<file path="config.mk">
export PLATFORM = sky130hd
export DESIGN_NAME = sprite_layer_renderer
export DESIGN_NICKNAME = d
export VERILOG_FILES = /design/src/rtl/sprite_layer_renderer.sv
export SDC_FILE = /design/constraint.sdc
export NUM_CORES = 1
export LEC_CHECK = 0
export BUFFER_PORTS_ARGS = -buffer_cell sky130_fd_sc_hd__buf_2
export CORE_ASPECT_RATIO = 1.2
export CORE_MARGIN = 1.5
export CORE_UTILIZATION = 55
export DETAILED_ROUTE_END_ITERATION = 16
export GPL_TIMING_DRIVEN = 0
export MAX_ROUTING_LAYER = met4
export PLACE_DENSITY = 0.8
export SYNTH_ARGS = -nofsm -noshare
export SYNTH_HDL_FRONTEND = slang
export SYNTH_SLANG_ARGS = --single-unit
export TNS_END_PERCENT = 5
</file>
<file path="constraint.sdc">
create_clock -name vga_clk -period 2.03 [get_ports vga_clk]
set_input_delay 0.203 -clock vga_clk [delete_from_list [all_inputs] [get_ports vga_clk]]
set_output_delay 0.203 -clock vga_clk [all_outputs]
set_load 0.005 [all_outputs]
</file>
<file path="src/rtl/sprite_layer_renderer.sv">
// sprite_layer_renderer
//   Draws one ROM-backed, palette-indexed sprite inside a fixed screen rectangle, scaled by
//   an integer power of two, composited over a background RGB stream. Optional colour-key
//   transparency; a trigger pulse inverts the sprite colours for FLASH_FRAMES frames.
//   Three-stage pipeline: address (stage 1), ROM read (stage 2), palette/composite (stage 3).
//
// Ports
//   vga_clk, reset_n        pixel clock, asynchronous active-low reset
//   DrawX, DrawY, blank     current pixel position and active-video flag
//   bg_red/green/blue       background colour, aligned with DrawX/DrawY
//   trigger                 one-cycle pulse, (re)starts the flash
//   pal_we/waddr/wdata      palette write port, {r,g,b} 4 bits each
//   rom_address, rom_q      external synchronous ROM (one cycle read latency)
//   red/green/blue          registered output colour
//   sprite_hit              output pixel comes from an opaque sprite texel
//   flash_active            flash counter non-zero

module sprite_layer_renderer #(
   parameter int unsigned X0              = 0,
   parameter int unsigned Y0              = 297,
   parameter int unsigned SPR_W           = 35,
   parameter int unsigned SPR_H           = 58,
   parameter int unsigned SCALE_SHIFT     = 0,
   parameter int unsigned ADDR_W          = 11,
   parameter int unsigned IDX_W           = 1,
   parameter int unsigned FLASH_FRAMES    = 8,
   parameter bit          TRANSPARENT_EN  = 1'b1,
   parameter int unsigned TRANSPARENT_IDX = 0
) (
   input  logic              vga_clk,
   input  logic              reset_n,
   input  logic [9:0]        DrawX,
   input  logic [9:0]        DrawY,
   input  logic              blank,
   input  logic [3:0]        bg_red,
   input  logic [3:0]        bg_green,
   input  logic [3:0]        bg_blue,
   input  logic              trigger,
   input  logic              pal_we,
   input  logic [IDX_W-1:0]  pal_waddr,
   input  logic [11:0]       pal_wdata,
   output logic [ADDR_W-1:0] rom_address,
   input  logic [IDX_W-1:0]  rom_q,
   output logic [3:0]        red,
   output logic [3:0]        green,
   output logic [3:0]        blue,
   output logic              sprite_hit,
   output logic              flash_active
);

   // Coordinate arithmetic width: wide enough for row * SPR_W before truncation.
   localparam int unsigned CW    = ADDR_W + 12;
   localparam int unsigned PAL_N = 2 ** IDX_W;
   localparam int unsigned CNT_W = (FLASH_FRAMES > 0) ? $clog2(FLASH_FRAMES + 1) : 1;

   localparam logic [CW-1:0]    XLo      = CW'(X0);
   localparam logic [CW-1:0]    YLo      = CW'(Y0);
   localparam logic [CW-1:0]    XSpan    = CW'(SPR_W << SCALE_SHIFT);
   localparam logic [CW-1:0]    YSpan    = CW'(SPR_H << SCALE_SHIFT);
   localparam logic [CW-1:0]    SprW     = CW'(SPR_W);
   localparam logic [CNT_W-1:0] FlashLd  = CNT_W'(FLASH_FRAMES);
   localparam logic [IDX_W-1:0] KeyIdx   = IDX_W'(TRANSPARENT_IDX);

   // ---------------- Stage 1: box test and texel address ----------------
   logic [CW:0]       x_diff, y_diff;
   logic [CW-1:0]     addr_full;
   logic              in_box_d;
   logic [ADDR_W-1:0] rom_addr_d;

   always_comb begin
      // Extra top bit flags a negative offset, so pixels left/above the box never wrap.
      x_diff     = {1'b0, CW'(DrawX)} - {1'b0, XLo};
      y_diff     = {1'b0, CW'(DrawY)} - {1'b0, YLo};
      in_box_d   = !x_diff[CW] && (x_diff[CW-1:0] < XSpan) &&
                   !y_diff[CW] && (y_diff[CW-1:0] < YSpan);
      addr_full  = (x_diff[CW-1:0] >> SCALE_SHIFT) + (y_diff[CW-1:0] >> SCALE_SHIFT) * SprW;
      rom_addr_d = in_box_d ? addr_full[ADDR_W-1:0] : '0;
   end

   logic              in_box_q, blank_q;
   logic [11:0]       bg_q;
   logic [ADDR_W-1:0] rom_addr_q;

   // ---------------- Stage 2: wait for ROM, keep side-band aligned ----------------
   logic              in_box_q2, blank_q2;
   logic [11:0]       bg_q2;

   always_ff @(posedge vga_clk or negedge reset_n) begin
      if (!reset_n) begin
         in_box_q   <= 1'b0;
         blank_q    <= 1'b0;
         bg_q       <= '0;
         rom_addr_q <= '0;
         in_box_q2  <= 1'b0;
         blank_q2   <= 1'b0;
         bg_q2      <= '0;
      end else begin
         in_box_q   <= in_box_d;
         blank_q    <= blank;
         bg_q       <= {bg_red, bg_green, bg_blue};
         rom_addr_q <= rom_addr_d;
         in_box_q2  <= in_box_q;
         blank_q2   <= blank_q;
         bg_q2      <= bg_q;
      end
   end

   assign rom_address = rom_addr_q;

   // ---------------- Palette register file ----------------
   logic [11:0] pal_q [PAL_N];

   always_ff @(posedge vga_clk or negedge reset_n) begin
      if (!reset_n) begin
         for (int i = 0; i < PAL_N; i++) begin
            pal_q[i] <= '0;
         end
      end else if (pal_we) begin
         pal_q[pal_waddr] <= pal_wdata;
      end
   end

   // ---------------- Flash counter ----------------
   logic             origin, origin_q, frame_start;
   logic [CNT_W-1:0] cnt_d, cnt_q;
   logic             flash_q;

   always_comb begin
      origin      = (DrawX == 10'd0) && (DrawY == 10'd0);
      // Edge-detect so a position held at (0,0) counts as a single frame.
      frame_start = origin && !origin_q;
      cnt_d       = cnt_q;
      if (trigger) begin
         cnt_d = FlashLd;
      end else if (frame_start && (cnt_q != '0)) begin
         cnt_d = cnt_q - 1'b1;
      end
   end

   always_ff @(posedge vga_clk or negedge reset_n) begin
      if (!reset_n) begin
         origin_q <= 1'b0;
         cnt_q    <= '0;
         flash_q  <= 1'b0;
      end else begin
         origin_q <= origin;
         cnt_q    <= cnt_d;
         flash_q  <= (cnt_d != '0);
      end
   end

   assign flash_active = flash_q;

   // ---------------- Stage 3: palette lookup and composite ----------------
   logic [11:0] colour, rgb_d, rgb_q;
   logic        opaque, hit_d, hit_q;

   always_comb begin
      colour = pal_q[rom_q];
      if (flash_q) begin
         colour = ~colour;
      end
      opaque = in_box_q2 && !(TRANSPARENT_EN && (rom_q == KeyIdx));
      rgb_d  = '0;
      hit_d  = 1'b0;
      if (!blank_q2) begin
         rgb_d = '0;
         hit_d = 1'b0;
      end else if (opaque) begin
         rgb_d = colour;
         hit_d = 1'b1;
      end else begin
         rgb_d = bg_q2;
         hit_d = 1'b0;
      end
   end

   always_ff @(posedge vga_clk or negedge reset_n) begin
      if (!reset_n) begin
         rgb_q <= '0;
         hit_q <= 1'b0;
      end else begin
         rgb_q <= rgb_d;
         hit_q <= hit_d;
      end
   end

   assign red        = rgb_q[11:8];
   assign green      = rgb_q[7:4];
   assign blue       = rgb_q[3:0];
   assign sprite_hit = hit_q;

endmodule

</file>
==> metrics.txt <==
Final Util=0.740; synthesis-to-finish area growth=29.9%; root buf cell=clkbuf_8; reg2reg end=flash_active; Min-Delay Path Depth=2; via count=around 2900; synthesized area=a little under 4000 sq um; worst-margin pin slew=around 0.8 ns; synth warn=0; DIE HEIGHT=between 90 and 100 um; flops & latches, synth=70; Final Max Slew Viols=0; Routed WL=8.23 mm; Hold Path Class=input port to flop; Synth area leaders=dfrtp_1 45%, ha_1 9.0%, fa_1 6.7%; Post-synth top cells=70 x dfrtp_1, 42 x inv_1, 28 x ha_1; min Tclk post-route=roughly 3.4 ns; Post-synth EDFFs=0; area of the multi-input gates=2110 sq um; fillers=437; Port Buf Inserts=71; Critical Path RT=2.28 ns; Final setup viols=10; share of the synthesized area in the top cell type=0.451; worst reg2reg path startpoint=cnt_q[0]; post-synthesis sequential area ratio=0.451; critical path launch point type=input port; Die Wd=between 70 and 80 um; failing checks=negative setup slack; max-cap viol count=0; core footprint=6810 sq um; register-to-register setup slack=0.05 ns; P_leak=about 2.5 nW; Net Count, Synth=431; Worst-Skew Late Latency=approximately 0.33 ns; crit path DAT=approximately 3.6 ns; Max-slew headroom=0.457; # DRC=0; Post-synth top flop=dfrtp_1; first-pass GRT wire length=13.4 mm; CTS Buffer Depth=2; TritonCTS clock tree=built; Post-DRT Antenna Nets=0; crit-path cells=buf_4 -> nor3_4 -> o21bai_4 -> a21oi_2 -> xor2_1 -> buf_4 -> ha_1 -> fa_1 -> inv_1 -> fa_1 -> inv_1 -> ha_4 -> nor3_1 -> nor2_1 -> o41ai_2 -> xnor3_1 -> nor3_1; hpwl dp=~5.9 mm; Yosys top cell by area=dfrtp_1; number of global-route vias before repair=3000; CP max FO=5; GR Overflow Total=0; Netlist cell types=53; register area=roughly 1800 sq um; Gate Count Post-Synth=about 340; clock sinks=70; DR WL/cell=15.3 um; Initial Util=0.570; top-count cell post-synth=dfrtp_1; layout cell share with drive strength beyond 1=0.357; nature of the critical path endpoint=flop; P per Cell Area=slightly below 900 nW/um^2; RePlAce Congestion=0.898; Row Count=33; H-tree levels=3; final hold violations=0; TritonRoute pass-1 iters=4; clock transition at the registers of the reported paths=around 0.08 ns; Peak VDD IR=0.624 mV; initial antenna violation count=0; CTS Buf Count=9; CP max stage cell=fa_1; final worst setup slack=-1.36 ns; die area=7570 sq um; vias per cell=roughly 5.3; Worst R2R Path Depth=8; Net count, final=about 540; drt initial violations=98; share of synthesized flip-flops with an asynchronous set or reset=1.00; pin count of the biggest net entering global routing=around 70; GRT Total Usage=0.243; ANT cells=0; I/O pins=76; final worst path period share=1.67; skew final=0.00924 ns; CP Class=input port to flop; status=finished with violations; HP Start=pal_wdata[11]; Hold Crit Endpoint=pal_q[11]; highest clock rate=between 0.2 and 0.3 GHz; TNS Setup=-7.93 ns; slowest stage delay, CP=about 0.55 ns; unrepaired setup endpoints after global routing=true; syn avg cell area=11.4 sq um
-- state kept, by name, summed over array words and instances (netlist names), 4 cells and up --
register     count
rom_address     11
pal_q           12
cnt_q            4
bg_q            12
rgb_q           12
bg_q2           12
-- critical path: cells and delay by family --
kind	cells	cell delay, ns
AOI/OAI and AO/OA	3	0.38
xor gates and xnor gates	2	0.47
adders and majority gates	4	1.59
buffers and inverters	4	0.41
and+or+nand+nor	4	0.60
-- kinds of logic after synthesis --
kind of cell | after synthesis | share of synthesized area
simple gates | 78 | 0.118
flops | 70 | 0.451
buf+inv | 55 | 0.0606
compound gates | 47 | 0.0922
fa+ha+maj | 41 | 0.157
xor+xnor | 35 | 0.0826
mux | 13 | 0.0374
-- per-stage QoR --
| stage | hold WS, ns | power, mW | cells | area [sq um] | setup WS, ns |
|---|---|---|---|---|---|
| floorplan | -0.0926 | 2.73 | 339 | 3970 | -1.53 |
| global placement | 0.310 | 2.99 | 497 | 4430 | -2.08 |
| detailed placement | 0.312 | 3.05 | 497 | 4430 | -2.16 |
| CTS | 0.0799 | 4.47 | 538 | 5010 | -1.40 |
| global route | 0.0768 | 4.75 | 538 | 5040 | -1.52 |
| finish | 0.0987 | 4.46 | 538 | 5040 | -1.36 |
-- layer usage --
metal	wire [um]	share of wire	vias to the layer above	GRT usage
met5	0	0	-	-
met4	180	0.022	0	0.108
met3	370	0.045	17	0.0464
met2	4390	0.53	95	0.437
met1	3280	0.40	1395	0.257
li1	-	-	1352	-
-- final cells by class --
| class | instances | area share |
|---|---|---|
| plain buffers | 13 | 0.0169 |
| clock buffers | 9 | 0.0246 |
| clock inverters | 7 | 0.0194 |
| inverters | 42 | 0.0328 |
| multi-input cells | 214 | 0.419 |
| flip-flops and latches | 70 | 0.348 |
| well taps | 87 | 0.0216 |
| repair buffers | 96 | 0.118 |
-- cell usage in the layout, fill, tap and decap left out, drive strengths merged, types with 13 or more instances in the layout --
| cell type | count |
|---|---|
| dfrtp | 70 |
| buf | 89 |
| inv | 41 |
| ha | 28 |
| dlygate4sd3 | 14 |
| clkbuf | 15 |
| fa | 13 |
| xnor2 | 24 |
| nand2 | 22 |
| nor3 | 13 |
-- power by group --
| part | internal (mW) | switching [mW] | leakage [nW] |
|---|---|---|---|
| registers | 1.47 | 0.0371 | 0.867 |
| logic | 0.865 | 0.879 | 1.51 |
| clock network | 0.695 | 0.518 | 0.106 |
-- what timing repair did --
action	in CTS	in global routing
pin swaps	21	4
hold buffers	14	0
hold endpoints to repair	62	0
resized for setup	22	9
endpoints found under the setup margin	10	12
buffers inserted	11	0
-- worst max path at each step --
| stage | start | endpoint | slack, ns | cells past startpoint |
|---|---|---|---|---|
| CTS | DrawY[0] | rom_address[10] | -1.40 | 18 |
| global placement | DrawY[0] | rom_address[10] | -2.08 | 18 |
| floorplan | DrawY[0] | rom_address[10] | -1.53 | 16 |
| finish | DrawY[1] | rom_address[10] | -1.36 | 17 |
| global route | DrawY[1] | rom_address[10] | -1.52 | 18 |
| detailed placement | DrawY[0] | rom_address[10] | -2.16 | 18 |
No activity file was read; power rests on OpenSTA's default activity.
